<file path="config.mk">
export PLATFORM = sky130hd
export DESIGN_NAME = rvv_alu_seq
export DESIGN_NICKNAME = d
export VERILOG_FILES = /design/src/rtl/rvv_alu_seq.sv
export SDC_FILE = /design/constraint.sdc
export NUM_CORES = 1
export LEC_CHECK = 0
export BUFFER_PORTS_ARGS = -buffer_cell sky130_fd_sc_hd__buf_4
export CORE_AREA = 2 2 87 89
export DETAILED_ROUTE_END_ITERATION = 8
export DIE_AREA = 0 0 89 91
export HOLD_SLACK_MARGIN = 0.06
export PLACE_DENSITY = 0.69
export SLEW_MARGIN = 20
export SYNTH_ARGS = -nofsm -noshare
export SYNTH_HDL_FRONTEND = slang
export SYNTH_SLANG_ARGS = --single-unit
</file>
<file path="constraint.sdc">
create_clock -name clk -period 11.6 [get_ports clk]
set_input_delay 0.58 -clock clk [delete_from_list [all_inputs] [get_ports clk]]
set_output_delay 0.58 -clock clk [all_outputs]
set_load 0.02 [all_outputs]
</file>
<file path="src/rtl/rvv_alu_seq.sv">
// Vector ALU issue sequencer: accepts an instruction, counts element groups down per lane beat,
// and hands back a one-cycle done pulse. Define RVV_SEQ_WATCHDOG_EN to add a RUN-state watchdog.
module rvv_alu_seq #(
    parameter int unsigned VLEN        = 17'd128,
    parameter int unsigned LANE_WIDTH  = 3'b011,
    parameter int unsigned NB_LANES    = 1,
    parameter int unsigned WDOG_CYCLES = 1024
) (
    input  logic        clk,
    input  logic        reset,
    input  logic        issue_valid,
    output logic        issue_ready,
    input  logic [16:0] issue_vl,
    input  logic [2:0]  issue_vsew,
    input  logic        issue_mask,
    input  logic        abort,
    output logic        alu_run,
    output logic [16:0] alu_arith_remaining,
    input  logic        alu_done,
    output logic        busy,
    output logic        done,
    output logic        err
);
    typedef enum logic [1:0] {S_IDLE, S_RUN, S_FLUSH} state_t;

    localparam logic [16:0] LP_VLEN  = 17'(VLEN);
    localparam logic [16:0] LP_LANES = 17'(1 << NB_LANES);
    localparam logic [3:0]  LP_LW    = 4'(LANE_WIDTH);

    state_t      r_state;
    state_t      w_state_next;
    logic [2:0]  r_vsew;
    logic [16:0] r_remaining;
    logic [10:0] r_beat;

    logic [3:0]  w_sew_shift;
    logic [16:0] w_cap;
    logic [16:0] w_elems;
    logic [3:0]  w_run_bits;
    logic [10:0] w_beats_m1;
    logic        w_beat_last;
    logic [16:0] w_dec;
    logic        w_wdog_trip;

    // Element count is fixed at accept time, so only vsew must be kept for beat pacing.
    assign w_sew_shift = {1'b0, issue_vsew} + 4'd3;
    assign w_cap       = LP_VLEN >> w_sew_shift;
    assign w_elems     = issue_mask ? w_cap : ((issue_vl < w_cap) ? issue_vl : w_cap);

    assign w_run_bits  = {1'b0, r_vsew} + 4'd3;
    assign w_beats_m1  = (w_run_bits <= LP_LW) ? 11'd0
                                               : ((11'd1 << (w_run_bits - LP_LW)) - 11'd1);
    assign w_beat_last = (r_beat == w_beats_m1);
    assign w_dec       = (r_remaining < LP_LANES) ? r_remaining : LP_LANES;

    always_comb begin
        w_state_next = r_state;
        case (r_state)
            S_IDLE:  if (issue_valid) w_state_next = (w_elems == 17'd0) ? S_FLUSH : S_RUN;
            S_RUN:   if (abort || alu_done || w_wdog_trip) w_state_next = S_FLUSH;
            S_FLUSH: w_state_next = S_IDLE;
            default: w_state_next = S_IDLE;
        endcase
    end

    always_ff @(posedge clk or posedge reset) begin
        if (reset) begin
            r_state     <= S_IDLE;
            r_vsew      <= 3'd0;
            r_remaining <= 17'd0;
            r_beat      <= 11'd0;
        end else begin
            r_state <= w_state_next;
            case (r_state)
                S_IDLE: begin
                    if (issue_valid) begin
                        r_vsew      <= issue_vsew;
                        r_remaining <= w_elems;
                        r_beat      <= 11'd0;
                    end
                end
                S_RUN: begin
                    // Leaving RUN clears the count so the done cycle always reports zero.
                    if (w_state_next == S_FLUSH) begin
                        r_remaining <= 17'd0;
                        r_beat      <= 11'd0;
                    end else if (w_beat_last) begin
                        r_beat      <= 11'd0;
                        r_remaining <= r_remaining - w_dec;
                    end else begin
                        r_beat <= r_beat + 11'd1;
                    end
                end
                default: begin
                    r_remaining <= 17'd0;
                    r_beat      <= 11'd0;
                end
            endcase
        end
    end

`ifdef RVV_SEQ_WATCHDOG_EN
    logic [31:0] r_wdog;
    logic        r_err;

    assign w_wdog_trip = (r_state == S_RUN) && !alu_done && !abort
                         && (r_wdog == 32'(WDOG_CYCLES - 1));

    always_ff @(posedge clk or posedge reset) begin
        if (reset) begin
            r_wdog <= 32'd0;
            r_err  <= 1'b0;
        end else begin
            r_wdog <= (r_state == S_RUN) ? r_wdog + 32'd1 : 32'd0;
            if (w_wdog_trip) r_err <= 1'b1;
        end
    end

    assign err = r_err;
`else
    assign w_wdog_trip = 1'b0;
    assign err         = 1'b0;
`endif

    assign issue_ready         = (r_state == S_IDLE);
    assign alu_run             = (r_state == S_RUN);
    assign busy                = (r_state != S_IDLE);
    assign done                = (r_state == S_FLUSH);
    assign alu_arith_remaining = r_remaining;
endmodule

</file>
==> flow_summary.json, run 1 <==
{
  "final.period_utilization_pct": 46.3,
  "vias_after_detailed_routing": 3042,
  "post_route_cells_drive_above_1_share_pct": 18.7,
  "detailed_place.area_um2": 3370,
  "cpMostUsedCell": "sky130_fd_sc_hd__ha_1",
  "drtIter0Drc": 137,
  "skew_ps": 9.76,
  "sw_share_pct": 46.8,
  "placement_rows": 31,
  "port_buffers": 46,
  "drt-wirelength-per-cell_um": 15.7,
  "grt_max_degree": 34,
  "power.sequential.fraction_pct": 21.0,
  "num-fill-cells": 725,
  "clock_path_buffers": 2,
  "cts_buffers": 5,
  "grt-ovfl-total": 0,
  "critPathBufInv": 1,
  "timing.final.hold_violations": 0,
  "top_cells_by_area_synth": "sky130_fd_sc_hd__dfrtp_1 (27%), sky130_fd_sc_hd__ha_1 (5.8%), sky130_fd_sc_hd__o21ai_0 (3.7%)",
  "outcome": "completed",
  "setup-tns-final_ps": 0,
  "clkLatencyLatePin_ps": 280,
  "antenna_violating_nets_post_route": 0,
  "first_global_vias": 2753,
  "area.growth.synth_to_final_pct": 15.7,
  "clock_sinks": 33,
  "max_freq_ghz": 0.186,
  "synth_most_common_cell": "sky130_fd_sc_hd__dfrtp_1",
  "placeableCoreArea_um2": 7140,
  "cts.hold.buffers_added": 0,
  "totalWireLength_um": 7850,
  "power.share.clock_pct": 17.8,
  "crit_type": "reg -> reg",
  "cts_root_buf": "sky130_fd_sc_hd__clkbuf_8",
  "p_int_mw": 0.337,
  "cts_tree": "yes",
  "design.die.area_um2": 8100,
  "antenna_found_initial": 0,
  "timing.rr.start": "r_vsew[0]",
  "gp_routability_congestion": 0.889,
  "final-setup-viol-count": 0,
  "nNetsFinal": 440,
  "num_antenna_cells": 0,
  "crit_required_ps": 11800,
  "detail_route.drc_violations": 0,
  "grt_pass1_wl_um": 13100,
  "timing.final.crit_period_ps": 5370,
  "worst_hold_path_type": "in -> async",
  "cts.repair_timing.setup_buffer_count": 0,
  "worst_hold_slack_ps": 386,
  "synth_sequential_area_ratio_pct": 27.4,
  "critical_path.top_delay_family": "simple AND/OR/NAND/NOR gates",
  "critical_path.slowest_cell": "sky130_fd_sc_hd__and4_1",
  "io_pins": 48,
  "yosys.cell_types.count": 72,
  "synth_largest_type_area_fraction_pct": 27.4,
  "first_pass_iters": 5,
  "synth.cells.most_frequent": "sky130_fd_sc_hd__dfrtp_1 (33), sky130_fd_sc_hd__nor2_1 (24), sky130_fd_sc_hd__o21ai_0 (22)",
  "max_cap_violations": 0,
  "final-max-slew-violation-count": 0,
  "floorplan.die.height_um": 91,
  "powerDensity_nw_per_um2": 182,
  "vdd_drop_max_mv": 0.0984,
  "p_leak_nw": 1.56,
  "synth.largest_area_cell": "sky130_fd_sc_hd__dfrtp_1",
  "post-route-worst-setup-slack_ps": 6230,
  "cp-startpoint": "r_vsew[0]",
  "critical_path_sink_type": "flop",
  "post-dp-hpwl_um": 5550,
  "combinationalPowerShare_pct": 61.2,
  "synth.ff_latch_count": 33,
  "relSlewSlack_pct": 30.7,
  "clk_pin_slew_worst_paths_ps": 70,
  "syn_area_um2": 3010,
  "design_area_um2": 3480,
  "timing.critical_path.fanout_max": 17,
  "synthFlopType": "sky130_fd_sc_hd__dfrtp_1",
  "postSynthAreaPerCell_um2": 8.07,
  "final_util_pct": 48.8,
  "worstSetupStartpointType": "flop",
  "viasPerCell": 6.08,
  "synth.net_count": 413,
  "cp_slowest_stage_delay_ps": 690,
  "die_w_um": 89,
  "cts_htree_levels": 2,
  "post_cts_resize_count": 0,
  "number_of_instances_in_the_synthesized_netlist": 373,
  "fraction_of_registers_with_async_set_reset_pct": 100,
  "detailedPlace.worstSlack_ps": 6330,
  "synth-edff-count": 0,
  "start_util_pct": 42.2,
  "worst_slew_pin_slew_ps": 1040,
  "grtUsageTotal_pct": 19.7,
  "grt_setup_unrepaired": "no",
  "worst_ep_arrival_time_ps": 5570,
  "switchingPower_mw": 0.296,
  "yosys_warnings": 0,
  "critical_path.cell_chain": "inv_1 > ha_1 > ha_1 > nand2b_1 > o22ai_2 > nand2_1 > ha_1 > nor2b_1 > nor3b_1 > o311a_1 > a2111oi_0 > and4_1 > a21oi_1 > or3_1 > o21ai_1"
}
==> worst paths after layout <==
path                                           to  depth (start not counted)  slack (ps)
min in group clk                       r_state[1]                          1         470
hold reg to reg                        r_state[1]                          1         470
max in group asynchronous               r_beat[1]                          3       10900
setup / recovery           alu_arith_remaining[2]                         15        6230
hold / removal                          r_vsew[1]                          3         390
setup reg to reg           alu_arith_remaining[2]                         15        6230
==> stage by stage <==
step	std cells	total power, mW
global placement	492	0.508
floorplan	373	0.437
detailed placement	492	0.513
finish	500	0.632
CTS	500	0.627
global route	500	0.677
==> worst register-to-register path, cell delays in order, from the launching register on <==
cell	delay (ps)
sky130_fd_sc_hd__dfrtp_1	450
sky130_fd_sc_hd__inv_1	90
sky130_fd_sc_hd__ha_1	240
sky130_fd_sc_hd__ha_1	370
sky130_fd_sc_hd__nand2b_1	200
sky130_fd_sc_hd__o22ai_2	590
sky130_fd_sc_hd__nand2_1	190
sky130_fd_sc_hd__ha_1	420
sky130_fd_sc_hd__nor2b_1	260
sky130_fd_sc_hd__nor3b_1	170
sky130_fd_sc_hd__o311a_1	340
sky130_fd_sc_hd__a2111oi_0	250
sky130_fd_sc_hd__and4_1	690
sky130_fd_sc_hd__a21oi_1	490
sky130_fd_sc_hd__or3_1	460
sky130_fd_sc_hd__o21ai_1	80
==> power groups by stage <==
stage	logic (mW)	registers [mW]	clock network, mW
floorplan	0.302	0.135	0
global placement	0.374	0.134	0
detailed placement	0.378	0.135	0
CTS	0.380	0.133	0.114
global route	0.423	0.134	0.120
finish	0.387	0.133	0.112
==> cell families after synthesis <==
kind of cell               after synthesis  share of synthesized area, %
DFF                                     33                          27.4
adders and majority gates               14                          5.82
muxes                                    9                          3.16
other                                    2                         0.249
and+or+nand+nor                        154                          28.7
AOI/OAI and AO/OA                      110                          26.2
buffers and inverters                   43                          6.15
xor gates and xnor gates                 8                          2.33
==> placed cells by master, fill, tap and decap left out, types with 3 or more instances in the layout <==
master,instances
sky130_fd_sc_hd__clkbuf_8,6
sky130_fd_sc_hd__or3_1,7
sky130_fd_sc_hd__a2bb2oi_1,4
sky130_fd_sc_hd__ha_1,14
sky130_fd_sc_hd__or2_2,6
sky130_fd_sc_hd__a2111oi_0,3
sky130_fd_sc_hd__buf_4,48
sky130_fd_sc_hd__a21oi_1,14
sky130_fd_sc_hd__o211ai_1,5
sky130_fd_sc_hd__mux2i_1,5
sky130_fd_sc_hd__nand4_1,5
sky130_fd_sc_hd__o21ai_1,3
sky130_fd_sc_hd__inv_1,14
sky130_fd_sc_hd__or4_1,6
sky130_fd_sc_hd__nor3b_1,4
sky130_fd_sc_hd__a31oi_1,7
sky130_fd_sc_hd__o31ai_1,8
sky130_fd_sc_hd__nand3_1,20
sky130_fd_sc_hd__nor2b_1,6
sky130_fd_sc_hd__mux2_2,4
sky130_fd_sc_hd__nor3_1,14
sky130_fd_sc_hd__nor4_1,13
sky130_fd_sc_hd__a211oi_1,3
sky130_fd_sc_hd__a22o_1,3
sky130_fd_sc_hd__nand2_1,21
sky130_fd_sc_hd__nand3b_1,4
sky130_fd_sc_hd__dfrtp_1,33
sky130_fd_sc_hd__nand2b_1,9
sky130_fd_sc_hd__o21ai_0,22
sky130_fd_sc_hd__nor2_1,24
sky130_fd_sc_hd__xor2_1,6
==> sequential cells by signal, summed over array words and instances (netlist names) <==
| name | count |
|---|---|
| alu_arith_remaining | 17 |
| r_beat | 11 |
| r_state | 2 |
| r_vsew | 3 |
==> per-layer routing <==
metal / up-vias / GRT usage [%] / routed length, um
li1: 1464 / - / -
met1: 1438 / 28.4 / 3620
met2: 123 / 30.4 / 3580
met3: 17 / 2.73 / 476
met4: 0 / 5.97 / 178
met5: - / 0 / 0
==> cell type report <==
class	instances	area, um^2	area share (%)
well taps	99	124	3.56
clock buffers	7	86.3	2.48
flip-flops and latches	33	826	23.7
repair buffers	48	360	10.3
clock inverters	1	30.0	0.862
inverters	15	56.3	1.62
multi-input cells	297	2000	57.4
No activity file was read; power rests on OpenSTA's default activity.
==> run 2: changes to the inputs <==
ABC_AREA = 1   (was not set)
PLACE_DENSITY = 0.72   (was 0.69)
clock period = 4.5 ns   (was 11.6 ns; I/O delays follow)
==> run 2 against run 1 <==
Area after synthesis rose by 0.62%; synthesized cell count grew 16%; global-route usage fell by 1.1 points; largest power group unchanged.
==> flow_summary.json, run 2 <==
{
  "max_cap_violations": 0,
  "largest_reg_flops": 17,
  "critPathBufInv": 2,
  "grt_setup_unrepaired": "no",
  "synth-edff-count": 0,
  "synth.ff_latch_count": 33,
  "clkLatencyLatePin_ps": 280,
  "grt_pass1_wl_um": 12400,
  "worst_ep_arrival_time_ps": 3930,
  "grt-ovfl-total": 0,
  "post-route-worst-setup-slack_ps": 741,
  "final.period_utilization_pct": 83.5,
  "totalWireLength_um": 6870,
  "area.growth.synth_to_final_pct": 15.0,
  "drtIter0Drc": 133,
  "antenna_violating_nets_post_route": 0,
  "synthFlopType": "sky130_fd_sc_hd__dfrtp_1",
  "timing.final.hold_violations": 0,
  "port_buffers": 46,
  "critical_path_sink_type": "flop",
  "cts_tree": "yes",
  "floorplan.die.height_um": 91,
  "design.die.area_um2": 8100,
  "cts_buffers": 5,
  "start_util_pct": 42.4,
  "syn_area_um2": 3030,
  "number_of_instances_in_the_synthesized_netlist": 433,
  "synth.cells.most_frequent": "sky130_fd_sc_hd__nand2_1 (109), sky130_fd_sc_hd__nor2_1 (48), sky130_fd_sc_hd__inv_1 (46)",
  "synth_sequential_area_ratio_pct": 27.3,
  "relSlewSlack_pct": 29.4,
  "timing.critical_path.fanout_max": 29,
  "post_cts_resize_count": 0,
  "grt_max_degree": 34,
  "synth_largest_type_area_fraction_pct": 27.3,
  "viasPerCell": 4.97,
  "post-dp-hpwl_um": 5300,
  "final_common_cell": "sky130_fd_sc_hd__nand2_1",
  "synth_most_common_cell": "sky130_fd_sc_hd__nand2_1",
  "worst_slew_pin_slew_ps": 1050,
  "yosys_warnings": 0,
  "detail_route.drc_violations": 0,
  "first_global_vias": 2919,
  "timing.final.crit_period_ps": 3760,
  "gp_routability_congestion": 0.845,
  "clock_path_buffers": 2,
  "worst_hold_path_type": "in -> reg",
  "synth.net_count": 473,
  "die_w_um": 89,
  "first_pass_iters": 4,
  "antenna_found_initial": 0,
  "clock_sinks": 33,
  "detailedPlace.worstSlack_ps": 757,
  "synth.largest_area_cell": "sky130_fd_sc_hd__dfrtp_1",
  "outcome": "completed",
  "postSynthAreaPerCell_um2": 7.00,
  "critical_path.slowest_cell": "sky130_fd_sc_hd__dfrtp_1",
  "cts_root_buf": "sky130_fd_sc_hd__clkbuf_8",
  "fraction_of_registers_with_async_set_reset_pct": 100,
  "p_leak_nw": 1.76,
  "critical_path.top_delay_family": "simple AND/OR/NAND/NOR gates",
  "crit_required_ps": 4670,
  "cts.repair_timing.setup_buffer_count": 0,
  "io_pins": 48,
  "nNetsFinal": 517,
  "placement_rows": 31,
  "critical_path.cell_chain": "inv_1 > ha_1 > ha_1 > ha_1 > nand2_1 > inv_1 > nand2_1 > ha_1 > nand2_2 > o21bai_1 > nand3_1 > nand2_1 > nand3_1 > nor2_2 > nand3_2 > nand2_4 > nand2_4 > nand2_1 > nand2_1",
  "final-max-slew-violation-count": 0,
  "final-setup-viol-count": 0,
  "clk_pin_slew_worst_paths_ps": 70,
  "powerDensity_nw_per_um2": 504,
  "most-common-layout-cells": "sky130_fd_sc_hd__nand2_1 (109), sky130_fd_sc_hd__nor2_1 (48), sky130_fd_sc_hd__buf_4 (48), sky130_fd_sc_hd__inv_1 (46), sky130_fd_sc_hd__nand3_1 (40)",
  "worstSetupStartpointType": "flop",
  "drt-wirelength-per-cell_um": 11.9,
  "vias_after_detailed_routing": 2865,
  "cpMostUsedCell": "sky130_fd_sc_hd__nand2_1",
  "max_freq_ghz": 0.266,
  "setup-tns-final_ps": 0,
  "crit_type": "reg -> reg",
  "vdd_drop_max_mv": 0.230,
  "post_route_cells_drive_above_1_share_pct": 22.2,
  "cp_slowest_stage_delay_ps": 500,
  "num_antenna_cells": 0,
  "grtUsageTotal_pct": 18.6,
  "cts_htree_levels": 2,
  "top_cells_by_area_synth": "sky130_fd_sc_hd__dfrtp_1 (27%), sky130_fd_sc_hd__nand2_1 (14%), sky130_fd_sc_hd__nand3_1 (6.6%)",
  "skew_ps": 3.62,
  "cts.hold.buffers_added": 1,
  "yosys.cell_types.count": 38,
  "placeableCoreArea_um2": 7140
}
## run 2: changes by cell type after synthesis, moves of 8 or more
cell | previous run | this run
sky130_fd_sc_hd__inv_1 | 14 | 46
sky130_fd_sc_hd__nor2_1 | 24 | 48
sky130_fd_sc_hd__clkbuf_1 | 15 | 2
sky130_fd_sc_hd__nand3_2 | 0 | 13
sky130_fd_sc_hd__xor2_1 | 6 | 18
sky130_fd_sc_hd__nand3_1 | 20 | 40
sky130_fd_sc_hd__nor4_1 | 13 | 3
sky130_fd_sc_hd__nand2_2 | 0 | 9
sky130_fd_sc_hd__a21oi_1 | 14 | 3
sky130_fd_sc_hd__nor3_1 | 14 | 6
sky130_fd_sc_hd__nand2_1 | 21 | 109
sky130_fd_sc_hd__nand2b_1 | 9 | 0
## run 2: logic make-up after synthesis
| group | count (synthesis) | synth area share (%) |
|---|---|---|
| xor gates and xnor gates | 22 | 6.36 |
| buffers and inverters | 60 | 10.1 |
| AOI/OAI and AO/OA | 44 | 9.42 |
| and+or+nand+nor | 258 | 40.9 |
| DFF | 33 | 27.3 |
| adders and majority gates | 14 | 5.78 |
| other | 2 | 0.248 |
## run 2: stage by stage
stage | util [%] | total power, mW | std cells | cell area (um^2) | hold WS (ps)
global placement | 47.5 | 1.50 | 568 | 3390 | 346
floorplan | - | 1.35 | 433 | 3030 | 354
global route | 48.8 | 1.96 | 577 | 3480 | 229
detailed placement | 47.5 | 1.54 | 568 | 3390 | 354
finish | 48.8 | 1.76 | 577 | 3480 | 196
CTS | 48.8 | 1.77 | 577 | 3480 | 189
## run 2: final cells by class
class	instances	area, um^2
Tap cell	99	124
Clock buffer	5	68.8
Fill cell	744	3650
Inverter	48	180
Clock inverter	3	17.5
Timing Repair Buffer	49	370
Multi-Input combinational cell	340	1900
Sequential cell	33	826
## run 2: power by group
part | switching [mW] | total (mW) | internal, mW
Sequential | 0.0359 | 0.356 | 0.320
Clock | 0.111 | 0.218 | 0.107
Combinational | 0.757 | 1.18 | 0.427
## run 2: per-layer routing
metal	track usage [%]	up-vias	wire (um)
li1	-	1490	-
met1	23.0	1310	3160
met2	31.0	47	3340
met3	2.82	18	171
met4	8.83	0	201
met5	0	-	0
## run 2: path summary, 6_finish.rpt
check                                  startpoint                endpoint  slack (ps)  cells after the start
min                                   issue_valid              r_state[0]         200                      3
max                                     r_vsew[0]  alu_arith_remaining[1]         740                     19
max in group asynchronous                   reset  alu_arith_remaining[1]        3610                      4
min reg2reg                alu_arith_remaining[0]  alu_arith_remaining[0]         520                      2
min in group asynchronous                   reset               r_beat[9]         590                      4
max reg2reg                             r_vsew[0]  alu_arith_remaining[1]         740                     19
## run 2: worst reg2reg max path: stages (launching register included)
cell,delay (ps)
sky130_fd_sc_hd__dfrtp_1,500
sky130_fd_sc_hd__inv_1,110
sky130_fd_sc_hd__ha_1,250
sky130_fd_sc_hd__ha_1,330
sky130_fd_sc_hd__ha_1,360
sky130_fd_sc_hd__nand2_1,130
sky130_fd_sc_hd__inv_1,80
sky130_fd_sc_hd__nand2_1,90
sky130_fd_sc_hd__ha_1,260
sky130_fd_sc_hd__nand2_2,130
sky130_fd_sc_hd__o21bai_1,210
sky130_fd_sc_hd__nand3_1,100
sky130_fd_sc_hd__nand2_1,90
sky130_fd_sc_hd__nand3_1,80
sky130_fd_sc_hd__nor2_2,120
sky130_fd_sc_hd__nand3_2,100
sky130_fd_sc_hd__nand2_4,340
sky130_fd_sc_hd__nand2_4,230
sky130_fd_sc_hd__nand2_1,110
sky130_fd_sc_hd__nand2_1,60
==> run 3: changes to the inputs <==
clock period = 3.15 ns   (was 4.5 ns; I/O delays follow)
==> run 3 against run 2 <==
Sequential power grew 38%; critical path depth up 3; non-clock buffer count grew 9; hold slack worse by 66 ps; critical path type unchanged; critical endpoint is now alu_arith_remaining[16]; largest cell class unchanged.
==> flow_summary.json, run 3 (synthesized netlist as in run 2, its figures left out) <==
{
  "outcome": "completed",
  "clk_pin_slew_worst_paths_ps": 60,
  "worst_slew_pin_slew_ps": 675,
  "crit_required_ps": 3320,
  "cts_tree": "yes",
  "area.growth.synth_to_final_pct": 21.9,
  "critical_path_sink_type": "flop",
  "timing.final.crit_period_ps": 2920,
  "clock_path_buffers": 2,
  "grt-ovfl-total": 0,
  "cts_root_buf": "sky130_fd_sc_hd__clkbuf_8",
  "first_pass_iters": 4,
  "gp_routability_congestion": 0.823,
  "totalWireLength_um": 7170,
  "detailed_place.area_um2": 3470,
  "post-dp-hpwl_um": 5390,
  "worst_hold_path_type": "in -> reg",
  "first_global_vias": 2822,
  "detailedPlace.worstSlack_ps": -56.9,
  "relSlewSlack_pct": 54.9,
  "cpMostUsedCell": "sky130_fd_sc_hd__nand2_1",
  "final-max-slew-violation-count": 0,
  "drt-wirelength-per-cell_um": 12.3,
  "grt_pass1_wl_um": 12600,
  "post-route-worst-setup-slack_ps": 234,
  "crit_type": "reg -> reg",
  "design_area_um2": 3690,
  "cts_buffers": 5,
  "cp_slowest_stage_delay_ps": 370,
  "worst_ep_arrival_time_ps": 3090,
  "viasPerCell": 4.98,
  "dp.cells": 576,
  "num_antenna_cells": 0,
  "grt_max_degree": 34,
  "final.period_utilization_pct": 92.6,
  "critical_path.cell_chain": "inv_1 > ha_4 > ha_4 > inv_1 > o21ai_2 > nand2_2 > nand2_4 > buf_4 > o21ai_1 > inv_2 > nor2_2 > nand2_1 > nand2_1 > nand3_1 > nand2_1 > nand2_1 > nor2_2 > nand3_2 > nand2_4 > nand2_8 > nand2_1 > nand2_1",
  "post_route_cells_drive_above_1_share_pct": 25.9,
  "worst_hold_slack_ps": 130,
  "final-setup-viol-count": 0,
  "most-common-layout-cells": "sky130_fd_sc_hd__nand2_1 (109), sky130_fd_sc_hd__buf_4 (54), sky130_fd_sc_hd__nor2_1 (48), sky130_fd_sc_hd__inv_1 (44), sky130_fd_sc_hd__nand3_1 (40)",
  "critical_path.slowest_cell": "sky130_fd_sc_hd__dfrtp_1",
  "die_w_um": 89,
  "io_pins": 48,
  "powerDensity_nw_per_um2": 742,
  "antenna_violating_nets_post_route": 0,
  "vias_after_detailed_routing": 2913,
  "critical_path.top_delay_family": "simple AND/OR/NAND/NOR gates",
  "clkLatencyLatePin_ps": 280,
  "design.die.area_um2": 8100,
  "timing.critical_path.fanout_max": 17,
  "placeableCoreArea_um2": 7140,
  "cts_htree_levels": 2,
  "worstSetupStartpointType": "flop",
  "p_leak_nw": 1.83,
  "critPathBufInv": 4,
  "total_power_mw": 2.74,
  "skew_ps": 3.93,
  "grtUsageTotal_pct": 19.1,
  "nNetsFinal": 526,
  "final_common_cell": "sky130_fd_sc_hd__nand2_1",
  "placement_rows": 31,
  "antenna_found_initial": 0,
  "clock_sinks": 33,
  "max_freq_ghz": 0.343,
  "cts.repair_timing.setup_buffer_count": 0,
  "floorplan.die.height_um": 91,
  "max_cap_violations": 0,
  "drtIter0Drc": 145,
  "final_util_pct": 51.7,
  "setup-tns-final_ps": 0,
  "rrSetupSlack_ps": 230,
  "largest_reg_flops": 17,
  "timing.final.hold_violations": 0,
  "detail_route.drc_violations": 0,
  "vdd_drop_max_mv": 0.327,
  "start_util_pct": 42.4,
  "port_buffers": 46,
  "finish.cell_count_without_fillers": 585
}
[run 3: changes by cell type in the layout (fill, tap and decap cells not counted), moves of 2 or more]
cell | previous run | this run
sky130_fd_sc_hd__buf_12 | 0 | 2
sky130_fd_sc_hd__buf_4 | 48 | 54
sky130_fd_sc_hd__clkinv_2 | 2 | 0
sky130_fd_sc_hd__ha_1 | 14 | 10
sky130_fd_sc_hd__ha_4 | 0 | 4
sky130_fd_sc_hd__inv_1 | 46 | 44
sky130_fd_sc_hd__inv_2 | 2 | 4
sky130_fd_sc_hd__o21ai_1 | 5 | 3
sky130_fd_sc_hd__o21ai_2 | 3 | 5
[run 3: where the power goes]
part	switching (mW)	internal, mW
registers	0.0346	0.458
logic	1.17	0.762
clock network	0.145	0.173
[run 3: worst paths after layout]
path | start | to | depth (start not counted)
setup / recovery | r_vsew[1] | alu_arith_remaining[16] | 22
hold / removal | issue_valid | r_state[0] | 3
setup reg to reg | r_vsew[1] | alu_arith_remaining[16] | 22
hold reg to reg | alu_arith_remaining[0] | alu_arith_remaining[0] | 2
max in group asynchronous | reset | alu_arith_remaining[13] | 4
min in group asynchronous | reset | r_beat[9] | 4
[run 3: layout make-up]
type	instances	area, um^2
sequential	33	827
timing repair buffer	58	480
tap	99	124
clock buffer	7	86.3
multi-input combinational	340	1990
inverter	48	180
fill	694	3440
[run 3: routing by layer]
layer | track usage, % | routed length, um
met1 | 24.7 | 3080
met2 | 32.9 | 3760
met3 | 2.73 | 232
met4 | 5.10 | 95
met5 | 0 | 0
[run 3: repair_timing]
action,4_1_cts,5_1_grt
endpoints found under the hold margin,33,0
pin swaps,0,1
hold buffers,1,0
resized for setup,3,14
cloned,0,1
endpoints found under the setup margin,25,28
[run 3: tightest hold or removal path, cell delays in order]
cell                      delay, ps
sky130_fd_sc_hd__buf_4           90
sky130_fd_sc_hd__nand3_1         70
sky130_fd_sc_hd__nand2_1         60
